### config.mk
export PLATFORM = sky130hd
export DESIGN_NAME = sdram_mode_reg_seq
export DESIGN_NICKNAME = d
export VERILOG_FILES = /design/src/rtl/sdram_pkg.sv /design/src/rtl/sdram_wait_cnt.sv /design/src/rtl/sdram_mode_reg_seq.sv
export SDC_FILE = /design/constraint.sdc
export NUM_CORES = 1
export LEC_CHECK = 0
export CORE_UTILIZATION = 35
export DETAILED_ROUTE_END_ITERATION = 8
export GPL_TIMING_DRIVEN = 0
export MAX_ROUTING_LAYER = met4
export PLACE_DENSITY = 0.7
export SETUP_SLACK_MARGIN = 0.3
export SYNTH_ARGS = -nofsm -noshare
export SYNTH_HDL_FRONTEND = slang
export SYNTH_SLANG_ARGS = --single-unit
### constraint.sdc
create_clock -name sys_clk -period 2.3 [get_ports sys_clk]
set_input_delay 0.46 -clock sys_clk [delete_from_list [all_inputs] [get_ports sys_clk]]
set_output_delay 0.46 -clock sys_clk [all_outputs]
set_load 0.1 [all_outputs]
### src/rtl/sdram_pkg.sv
// Shared command encodings, FSM state type and helpers for the SDRAM
// mode-register programming sequencer.
package sdram_pkg;

  localparam logic [3:0] CMD_NOP       = 4'b0111;
  localparam logic [3:0] CMD_PRECHARGE = 4'b0010;
  localparam logic [3:0] CMD_LOAD_MODE = 4'b0000;

  typedef enum logic [2:0] {
    ST_IDLE,
    ST_PRECHARGE,
    ST_WAIT_TRP,
    ST_LOAD_MODE,
    ST_WAIT_TMRD,
    ST_DONE
  } mr_state_t;

  // Index of the lowest set bit; 0 when the mask is empty.
  function automatic int unsigned lowest_set_idx(input logic [31:0] mask);
    int unsigned idx;
    logic [31:0] sh;
    idx = 0;
    for (int unsigned i = 32; i > 0; i--) begin
      sh = mask >> (i - 1);
      if (sh[0]) idx = i - 1;
    end
    return idx;
  endfunction

endpackage

### src/rtl/sdram_wait_cnt.sv
// Load/decrement delay counter with zero flag; saturates at zero.
module sdram_wait_cnt #(
  parameter int unsigned W = 2
) (
  input  logic         sys_clk,
  input  logic         sys_rst_n,
  input  logic         load_i,
  input  logic [W-1:0] load_val_i,
  input  logic         dec_i,
  output logic         zero_o
);

  logic [W-1:0] cnt_q;

  always_ff @(posedge sys_clk or negedge sys_rst_n) begin
    if (!sys_rst_n) begin
      cnt_q <= '0;
    end else if (load_i) begin
      cnt_q <= load_val_i;
    end else if (dec_i && (cnt_q != '0)) begin
      cnt_q <= cnt_q - 1'b1;
    end
  end

  assign zero_o = (cnt_q == '0);

endmodule

### src/rtl/sdram_mode_reg_seq.sv
// Mode-register programming sequencer: optional PRECHARGE + tRP, then one
// LOAD_MODE (+ tMRD) per selected register in ascending index order.
module sdram_mode_reg_seq
  import sdram_pkg::*;
#(
  parameter int unsigned ADDR_W   = 12,
  parameter int unsigned BA_W     = 2,
  parameter int unsigned NUM_MR   = 2,
  parameter int unsigned TRP_CYC  = 2,
  parameter int unsigned TMRD_CYC = 2
) (
  input  logic                     sys_clk,
  input  logic                     sys_rst_n,
  input  logic                     sdram_init,
  input  logic                     req_valid,
  output logic                     req_ready,
  input  logic [NUM_MR-1:0]        req_mask,
  input  logic                     req_skip_pre,
  input  logic [NUM_MR*ADDR_W-1:0] mr_val,
  input  logic [NUM_MR*BA_W-1:0]   mr_ba,
  output logic [3:0]               sdram_cmd,
  output logic [BA_W-1:0]          sdram_ba,
  output logic [ADDR_W-1:0]        sdram_addr,
  output logic                     busy,
  output logic                     done
);

  localparam int unsigned MAXW  = (TRP_CYC > TMRD_CYC) ? TRP_CYC : TMRD_CYC;
  localparam int unsigned CNT_W = (MAXW == 0) ? 1 : $clog2(MAXW + 1);
  localparam logic [CNT_W-1:0] TRP_LD  = (TRP_CYC  > 0) ? CNT_W'(TRP_CYC  - 1) : '0;
  localparam logic [CNT_W-1:0] TMRD_LD = (TMRD_CYC > 0) ? CNT_W'(TMRD_CYC - 1) : '0;

  mr_state_t                 state_q, state_d;
  logic [3:0]                cmd_q;
  logic [BA_W-1:0]           ba_q;
  logic [ADDR_W-1:0]         addr_q;
  logic                      done_q;
  logic [NUM_MR-1:0]         pend_q;
  logic [NUM_MR*ADDR_W-1:0]  val_q;
  logic [NUM_MR*BA_W-1:0]    bank_q;

  logic                      accept;
  logic [NUM_MR-1:0]         src_mask;
  logic [NUM_MR*ADDR_W-1:0]  src_val;
  logic [NUM_MR*BA_W-1:0]    src_ba;
  int unsigned               iss_idx;
  logic [NUM_MR-1:0]         iss_onehot;
  logic [NUM_MR-1:0]         pend_d;
  logic [ADDR_W-1:0]         addr_acc [NUM_MR+1];
  logic [BA_W-1:0]           ba_acc   [NUM_MR+1];

  logic                      cnt_load;
  logic [CNT_W-1:0]          cnt_val;
  logic                      cnt_dec;
  logic                      cnt_zero;

  assign req_ready = (state_q == ST_IDLE) && sdram_init;
  assign busy      = (state_q != ST_IDLE);
  assign accept    = req_valid && req_ready;

  assign sdram_cmd  = cmd_q;
  assign sdram_ba   = ba_q;
  assign sdram_addr = addr_q;
  assign done       = done_q;

  // A skip-precharge request issues its first LOAD_MODE straight from the
  // live inputs, since the capture registers load on that same edge.
  assign src_mask = (state_q == ST_IDLE) ? req_mask : pend_q;
  assign src_val  = (state_q == ST_IDLE) ? mr_val   : val_q;
  assign src_ba   = (state_q == ST_IDLE) ? mr_ba    : bank_q;
  assign iss_idx  = lowest_set_idx(32'(src_mask));

  assign addr_acc[0] = '0;
  assign ba_acc[0]   = '0;
  for (genvar g = 0; g < NUM_MR; g++) begin : g_sel
    assign iss_onehot[g] = (iss_idx == g) && src_mask[g];
    assign addr_acc[g+1] = addr_acc[g] | (iss_onehot[g] ? src_val[g*ADDR_W +: ADDR_W] : '0);
    assign ba_acc[g+1]   = ba_acc[g]   | (iss_onehot[g] ? src_ba[g*BA_W +: BA_W]       : '0);
  end

  assign pend_d = src_mask & ~iss_onehot;

  always_comb begin
    state_d = state_q;
    unique case (state_q)
      ST_IDLE: begin
        if (accept) begin
          if (req_mask == '0)    state_d = ST_DONE;
          else if (req_skip_pre) state_d = ST_LOAD_MODE;
          else                   state_d = ST_PRECHARGE;
        end
      end
      ST_PRECHARGE: state_d = (TRP_CYC == 0) ? ST_LOAD_MODE : ST_WAIT_TRP;
      ST_WAIT_TRP:  if (cnt_zero) state_d = ST_LOAD_MODE;
      ST_LOAD_MODE: begin
        if (TMRD_CYC != 0)     state_d = ST_WAIT_TMRD;
        else if (pend_q != '0) state_d = ST_LOAD_MODE;
        else                   state_d = ST_DONE;
      end
      ST_WAIT_TMRD: if (cnt_zero) state_d = (pend_q != '0) ? ST_LOAD_MODE : ST_DONE;
      ST_DONE:      state_d = ST_IDLE;
      default:      state_d = ST_IDLE;
    endcase
  end

  always_comb begin
    cnt_load = 1'b0;
    cnt_val  = '0;
    cnt_dec  = (state_q == ST_WAIT_TRP) || (state_q == ST_WAIT_TMRD);
    if ((state_q == ST_PRECHARGE) && (TRP_CYC != 0)) begin
      cnt_load = 1'b1;
      cnt_val  = TRP_LD;
    end
    if ((state_q == ST_LOAD_MODE) && (TMRD_CYC != 0)) begin
      cnt_load = 1'b1;
      cnt_val  = TMRD_LD;
    end
  end

  sdram_wait_cnt #(
    .W (CNT_W)
  ) u_wait_cnt (
    .sys_clk    (sys_clk),
    .sys_rst_n  (sys_rst_n),
    .load_i     (cnt_load),
    .load_val_i (cnt_val),
    .dec_i      (cnt_dec),
    .zero_o     (cnt_zero)
  );

  // Outputs are registered from the next state so each command sits in the
  // same cycle as the state that issues it.
  always_ff @(posedge sys_clk or negedge sys_rst_n) begin
    if (!sys_rst_n) begin
      state_q <= ST_IDLE;
      cmd_q   <= CMD_NOP;
      ba_q    <= '1;
      addr_q  <= '1;
      done_q  <= 1'b0;
      pend_q  <= '0;
      val_q   <= '0;
      bank_q  <= '0;
    end else begin
      state_q <= state_d;
      cmd_q   <= CMD_NOP;
      ba_q    <= '1;
      addr_q  <= '1;
      done_q  <= (state_d == ST_DONE);
      if (accept) begin
        val_q  <= mr_val;
        bank_q <= mr_ba;
        pend_q <= req_mask;
      end
      if (state_d == ST_PRECHARGE) begin
        cmd_q <= CMD_PRECHARGE;
      end else if (state_d == ST_LOAD_MODE) begin
        cmd_q  <= CMD_LOAD_MODE;
        ba_q   <= ba_acc[NUM_MR];
        addr_q <= addr_acc[NUM_MR];
        pend_q <= pend_d;
      end
    end
  end

endmodule
==> results.py, run 1 <==
metrics = {
    "yosys": {
        "count_of_synthesis_stage_warnings_from_yosys": 0,
        "syn-cell-area_sq_um": 2510,
        "synth_compound_gate_area_share_pct": 10.6,
        "synth_nets": 344,
        "synth_adder_area_share_pct": 0.498,
        "dominant_combinational_cell_family_by_area_after_synthesis": "simple AND/OR/NAND/NOR gates",
        "synth.yosys.seq_area_share_pct": 52.6,
        "post_synth_xor_area_fraction_pct": 0.349,
        "postSynthAreaPerCell_sq_um": 8.15,
        "synthesis.instances": 308,
        "synth_simple_gate_area_share_pct": 31.1,
        "ys_seq_elements": 52,
        "yosysUniqueCellTypes": 34,
        "post_synth_mux_area_share_pct": 0.548,
    },
    "final_layout": {
        "multiInputGateArea_sq_um": 1140,
        "final_cells": 477,
        "seqCellArea_sq_um": 1320,
        "layout-drive-gt1-share_pct": 21.0,
        "final_core_util_pct": 50.6,
        "num_antenna_cells": 0,
        "layout.cells.most_common": "sky130_fd_sc_hd__nand2_1",
        "fin_nets": 416,
        "syn_to_final_growth_pct": 38.4,
        "stdcell_area_sq_um": 3480,
        "fillCellCount": 665,
        "most_used_cells_in_the_layout_excluding_fill_and_tap_cells": "sky130_fd_sc_hd__nand2_1 (150), sky130_fd_sc_hd__dfrtp_1 (35), sky130_fd_sc_hd__clkdlybuf4s50_1 (33), sky130_fd_sc_hd__a21oi_1 (31), sky130_fd_sc_hd__clkdlybuf4s15_2 (17)",
    },
    "placed_design": {
        "placed_cell_area_sq_um": 3200,
        "dpl.hpwl_microns": 4540,
        "globalplace.congestion": 0.770,
        "place_inst": 459,
        "io_buffers": 54,
    },
    "power_and_ir_drop": {
        "static-leakage-power_uw": 0.00156,
        "power_per_cell_area_nw_per_um2": 1370,
        "ir_drop_uv": 587,
    },
    "critical_path": {
        "arrival_ns": 1.59,
        "critical_path.startpoint_type": "flop",
        "setup.worst_path.class": "flop to primary output",
        "critical_path.cell_chain": "buf_6, nor3_4, inv_2, buf_6, buf_8, buf_12",
        "r2r-start": "state_q[1]",
        "slowest_delay_ns": 0.38,
        "worst_setup_path_endpoint": "busy",
        "crit_cells": 6,
        "r2r.worst_path.cells": 6,
        "critical_path_peak_fanout": 10,
        "timing.critical_path.mode_cell": "sky130_fd_sc_hd__buf_6",
        "critical_path_required_ns": 1.84,
        "worstSetupEndpointType": "primary output",
        "worst-path-buf-inv": 5,
        "worst_setup_path_startpoint": "state_q[0]",
        "crit_family": "buffers and inverters",
        "critPathSlowestCell": "sky130_fd_sc_hd__dfrtp_1",
        "critical_path.reg2reg.endpoint": "sdram_addr[6]",
        "reg2reg_setup_slack_ns": 0.30,
    },
    "drt": {
        "wirelength_microns": 6570,
        "detail_route.vias_per_cell": 4.87,
        "drt.antenna.violating_nets": 0,
        "drt_iter0_markers": 188,
        "via_count_of_the_routed_design": 2323,
        "firstDrtPassIters": 4,
        "drc": 0,
        "wl_per_cell_microns": 13.8,
    },
    "clocking": {
        "cts-root-to-sink-buffers": 2,
        "hold_buffers": 0,
        "clock-root-buffer": "sky130_fd_sc_hd__clkbuf_8",
        "cts_buffers": 5,
        "cts_tree": "built",
        "max_h_tree_level": 2,
        "cts.clk_slew.worst_paths_ns": 0.10,
        "clock_latency_ns": 0.32,
        "clock_sink_count": 52,
    },
    "grt": {
        "grt_max_degree": 34,
        "globalRouteOverflowTotal": 0,
        "grt_antenna_before_repair": 0,
        "grt_use_total_pct": 20.0,
        "grt_pass1_vias": 2307,
        "grt_pass1_wl_microns": 11200,
    },
    "timing": {
        "fmaxAchievable_ghz": 0.487,
        "final_report_max_slew_violation_count": 0,
        "finalSetupViolCount": 0,
        "period_needed_ns": 2.05,
        "finalClockSkew_ns": 0.0120,
        "timing.hold.ws_ns": 0.0923,
        "worst-slew-pin-transition_ns": 0.947,
        "maxSlewHeadroom_pct": 37.1,
        "rsz_0062_raised_after_global_routing": "yes",
        "timing.setup.tns_ns": 0,
        "report.final.hold_viol_count": 0,
        "post-route-period-util_pct": 89.2,
    },
    "die": {
        "die_height_microns": 86.7,
        "io_pins": 56,
        "starting_density_of_the_core_pct": 36.6,
        "core_region_area_sq_um": 6870,
        "chipWidth_microns": 86.7,
        "std_cell_rows": 30,
        "design.die.area_sq_um": 7520,
    },
    "run_status": {
        "outcome": "complete, no violations",
    },
    "worst_hold_path": {
        "worst_hold_path_type": "input port to async pin",
    },
    "run": {
        "max_capacitance_violation_total": 0,
    },
}
## stage by stage
step                      worst slack [ns]  power, uW
after floorplan                      0.315       3260
after global placement              -0.797       3810
after detailed placement            -0.737       3880
after CTS                            0.187       4710
after global routing                 0.173       5100
final                                0.248       4750
## what timing repair did
item                                    4_1_cts  5_1_grt
endpoints found under the setup margin       64       46
buffers inserted                              8        2
resized for setup                            90        4
endpoints found under the hold margin         0        0
pin swaps                                     2        2
## worst reg2reg max path, delay by kind of cell (launching register included)
family,cells,cell delay [ns]
flops,1,0.42
compound gates,2,0.32
buf+inv,2,0.38
simple gates,2,0.82
## layout make-up
| class | count | area share [%] |
|---|---|---|
| Inverter | 5 | 0.540 |
| Tap cell | 96 | 3.46 |
| Clock buffer | 6 | 2.09 |
| Timing Repair Buffer | 65 | 19.2 |
| Clock inverter | 2 | 0.468 |
| Buffer | 19 | 3.38 |
| Sequential cell | 52 | 38.0 |
| Multi-Input combinational cell | 232 | 32.9 |
## flip-flops by register name, indices dropped and copies added (netlist names)
name              cells
bank_q                4
state_q               3
sdram_cmd             2
val_q                24
u_wait_cnt.cnt_q      2
sdram_addr           12
pend_q                2
done                  1
sdram_ba              2
## per-layer routing
layer  routed length [microns]  share of wire, %  global-route usage, %
met1                      2970                45                   25.8
met2                      3210                49                   31.7
met3                       296               4.5                   3.52
met4                        89               1.4                   7.42
met5                         0                 0                      -
## how the worst min path moves through the flow
stage	end	slack (ns)
final	val_q[14]	0.09
after global routing	val_q[19]	0.11
after CTS	val_q[14]	0.1
after detailed placement	done	0.44
after global placement	val_q[2]	0.46
after floorplan	bank_q[0]	0.16
## logic make-up (layout without fill, tap and decap cells)
kind of cell    after synthesis  in the layout
simple gates                182            182
flops                        52             52
compound gates               46             46
buf+inv                      24             97
fa+ha+maj                     1              1
other cells                   1              1
xor+xnor                      1              1
mux                           1              1
## cell usage after synthesis
master,n,area share [%]
sky130_fd_sc_hd__o21ai_2,1,0.35
sky130_fd_sc_hd__nor2_1,3,0.45
sky130_fd_sc_hd__nor4b_4,1,0.95
sky130_fd_sc_hd__nand3b_1,1,0.30
sky130_fd_sc_hd__inv_2,1,0.15
sky130_fd_sc_hd__buf_1,2,0.30
sky130_fd_sc_hd__inv_1,4,0.60
sky130_fd_sc_hd__xnor2_1,1,0.35
sky130_fd_sc_hd__or2_2,1,0.25
sky130_fd_sc_hd__nor2b_1,1,0.25
sky130_fd_sc_hd__nand3_1,4,0.80
sky130_fd_sc_hd__nand2_1,150,22
sky130_fd_sc_hd__a31oi_1,2,0.50
sky130_fd_sc_hd__mux2i_2,1,0.55
sky130_fd_sc_hd__nor3_4,1,0.65
sky130_fd_sc_hd__and2_1,1,0.25
sky130_fd_sc_hd__nand2b_1,3,0.75
sky130_fd_sc_hd__or3_1,15,3.7
sky130_fd_sc_hd__a211o_1,1,0.35
sky130_fd_sc_hd__o22a_1,1,0.35
sky130_fd_sc_hd__o22ai_1,3,0.75
sky130_fd_sc_hd__a21oi_1,31,6.2
sky130_fd_sc_hd__a21bo_2,1,0.40
sky130_fd_sc_hd__o21ai_0,4,0.80
sky130_fd_sc_hd__a221oi_2,1,0.60
sky130_fd_sc_hd__clkbuf_1,10,1.5
sky130_fd_sc_hd__a21boi_1,1,0.30
sky130_fd_sc_hd__buf_2,5,1.0
sky130_fd_sc_hd__or3b_1,1,0.35
sky130_fd_sc_hd__buf_4,2,0.60
sky130_fd_sc_hd__ha_1,1,0.50
sky130_fd_sc_hd__dfrtp_1,36,36
sky130_fd_sc_hd__dfstp_2,16,17
sky130_fd_sc_hd__conb_1,1,0.15
## power breakdown
part,total [uW],internal (uW),switching [uW],leakage (uW)
logic,2750,981,1760,0.000903
clock network,535,217,317,0.0000414
registers,1470,1290,174,0.000620
Power figures use the tool's default switching activity.
==> run 2: changes to the inputs <==
--- a/config.mk
+++ b/config.mk
@@ -11,6 +11,7 @@
 export MAX_ROUTING_LAYER = met4
 export PLACE_DENSITY = 0.7
 export SETUP_SLACK_MARGIN = 0.3
+export SLEW_MARGIN = 20
 export SYNTH_ARGS = -nofsm -noshare
 export SYNTH_HDL_FRONTEND = slang
 export SYNTH_SLANG_ARGS = --single-unit
==> run 2 against run 1 <==
Flip-flop and latch count is the same. Critical path type unchanged. First-iteration DRC count grew 16%. Die area is the same.
==> results.py, run 2 (synthesis gave the netlist of run 1 again) <==
metrics = {
    "drt": {
        "wl_per_cell_microns": 13.4,
        "detail_route.vias_per_cell": 4.80,
        "via_count_of_the_routed_design": 2283,
        "drt.antenna.violating_nets": 0,
        "drt_iter0_markers": 218,
        "wirelength_microns": 6380,
        "firstDrtPassIters": 6,
        "drc": 0,
    },
    "final_layout": {
        "final_core_util_pct": 50.6,
        "fin_nets": 415,
        "layout.cells.most_common": "sky130_fd_sc_hd__nand2_1",
        "final_cells": 476,
        "largest-register": "val_q",
        "fillCellCount": 669,
        "layout-drive-gt1-share_pct": 20.5,
        "flip_flop_count_of_the_largest_register_after_layout": 24,
        "most_used_cells_in_the_layout_excluding_fill_and_tap_cells": "sky130_fd_sc_hd__nand2_1 (150), sky130_fd_sc_hd__dfrtp_1 (35), sky130_fd_sc_hd__clkdlybuf4s50_1 (33), sky130_fd_sc_hd__a21oi_1 (31), sky130_fd_sc_hd__clkdlybuf4s15_2 (17)",
        "syn_to_final_growth_pct": 38.5,
        "num_antenna_cells": 0,
    },
    "timing": {
        "post-route-period-util_pct": 88.1,
        "finalSetupViolCount": 0,
        "final.setup.worst_slack_ns": 0.273,
        "fmaxAchievable_ghz": 0.493,
        "finalClockSkew_ns": 0.00990,
        "maxSlewHeadroom_pct": 37.0,
        "worst-slew-pin-transition_ns": 0.948,
        "final_report_max_slew_violation_count": 0,
        "report.final.hold_viol_count": 0,
        "rsz_0062_raised_after_global_routing": "yes",
        "period_needed_ns": 2.03,
    },
    "clocking": {
        "max_h_tree_level": 2,
        "cts-root-to-sink-buffers": 2,
        "cts_tree": "built",
        "clock_sink_count": 52,
        "clock_latency_ns": 0.31,
        "clock-root-buffer": "sky130_fd_sc_hd__clkbuf_8",
        "cts_buffers": 5,
        "cts.clk_slew.worst_paths_ns": 0.10,
    },
    "critical_path": {
        "critical_path_peak_fanout": 10,
        "critPathSlowestCell": "sky130_fd_sc_hd__dfrtp_1",
        "worst-path-buf-inv": 4,
        "critical_path.startpoint_type": "flop",
        "worstSetupEndpointType": "primary output",
        "critical_path.reg2reg.endpoint": "sdram_addr[9]",
        "r2r-start": "state_q[1]",
        "critical_path_required_ns": 1.84,
        "slowest_delay_ns": 0.42,
        "crit_family": "buffers and inverters",
        "arrival_ns": 1.57,
        "setup.worst_path.class": "flop to primary output",
        "r2r.worst_path.cells": 6,
        "critical_path.cell_chain": "nor3_4, inv_2, buf_6, buf_8, buf_12",
        "reg2reg_setup_slack_ns": 0.29,
    },
    "placed_design": {
        "place_inst": 458,
        "place_worst_setup_slack_ns": -0.752,
        "globalplace.congestion": 0.770,
        "io_buffers": 54,
        "dpl.hpwl_microns": 4430,
    },
    "die": {
        "starting_density_of_the_core_pct": 36.6,
        "die_height_microns": 86.7,
        "chipWidth_microns": 86.7,
        "core_region_area_sq_um": 6870,
        "io_pins": 56,
        "design.die.area_sq_um": 7520,
        "std_cell_rows": 30,
    },
    "grt": {
        "grt_pass1_vias": 2229,
        "grt_max_degree": 53,
        "grt_use_total_pct": 19.0,
        "grt_pass1_wl_microns": 10700,
        "grt_antenna_before_repair": 0,
        "globalRouteOverflowTotal": 0,
    },
    "run": {
        "max_capacitance_violation_total": 0,
    },
    "power_and_ir_drop": {
        "ir_drop_uv": 638,
        "static-leakage-power_uw": 0.00157,
        "power_per_cell_area_nw_per_um2": 1380,
    },
    "worst_hold_path": {
        "worst_hold_path_type": "input port to async pin",
    },
    "run_status": {
        "outcome": "complete, no violations",
    },
}
## run 2: cell count changes in the layout (fill, tap and decap cells not counted), sizes merged
| cell | previous run | this run |
|---|---|---|
| bufinv | 0 | 1 |
| clkinvlp | 1 | 0 |
| buf | 23 | 22 |
## run 2: where the power goes
part	switching [uW]	internal (uW)	total, uW
sequential	174	1290	1470
clock	297	323	620
combinational	1750	973	2720
## run 2: layout make-up
type	count	area (sq um)	share of cell area, %
Buffer	19	119	3.42
Inverter	5	18.8	0.540
Clock buffer	6	72.6	2.09
Multi-Input combinational cell	232	1140	32.8
Timing Repair Buffer	64	648	18.6
Tap cell	96	120	3.45
Clock inverter	2	35.0	1.01
Sequential cell	52	1320	38.0
## run 2: what timing repair did
action,in CTS,in global routing
buffers inserted,9,1
hold buffers,0,0
pin swaps,2,2
hold endpoints to repair,0,0
resized for setup,88,6
setup endpoints to repair,64,48
## run 2: worst reg2reg max path: cells and delay by family (launching register included)
kind                   cells  cell delay, ns
AND/OR/NAND/NOR            2            0.81
flip-flops                 1            0.42
AO/OA/AOI/OAI              2            0.31
buffers and inverters      2            0.39
## run 2: layer usage
layer  wire (microns)  GRT usage, %  up-vias
met5                0             -        -
met4              121          6.06        0
met3              233          3.33       11
met2             3060          30.8       57
met1             2960          24.3     1089
li1                 -             -     1126
## run 2: stage by stage
step	hold slack [ns]	area (sq um)	TNS [ns]	total power [uW]
2_1_floorplan	0.164	2520	0	3260
3_3_place_gp	0.457	3180	-33.93	3810
3_5_place_dp	0.462	3180	-1.78	3880
4_1_cts	0.207	3450	0	4770
5_1_grt	0.216	3480	0	5150
6_report	0.177	3480	0	4810
## run 2: worst max path at each step
stage / startpoint / to / slack (ns) / cells past startpoint
global placement: sys_rst_n / val_q[9] / -0.80 / 1
detailed placement: state_q[2] / req_ready / -0.75 / 4
CTS: state_q[0] / req_ready / 0.16 / 5
finish: state_q[1] / busy / 0.27 / 5
global route: state_q[1] / busy / 0.18 / 5
floorplan: state_q[2] / req_ready / 0.32 / 3
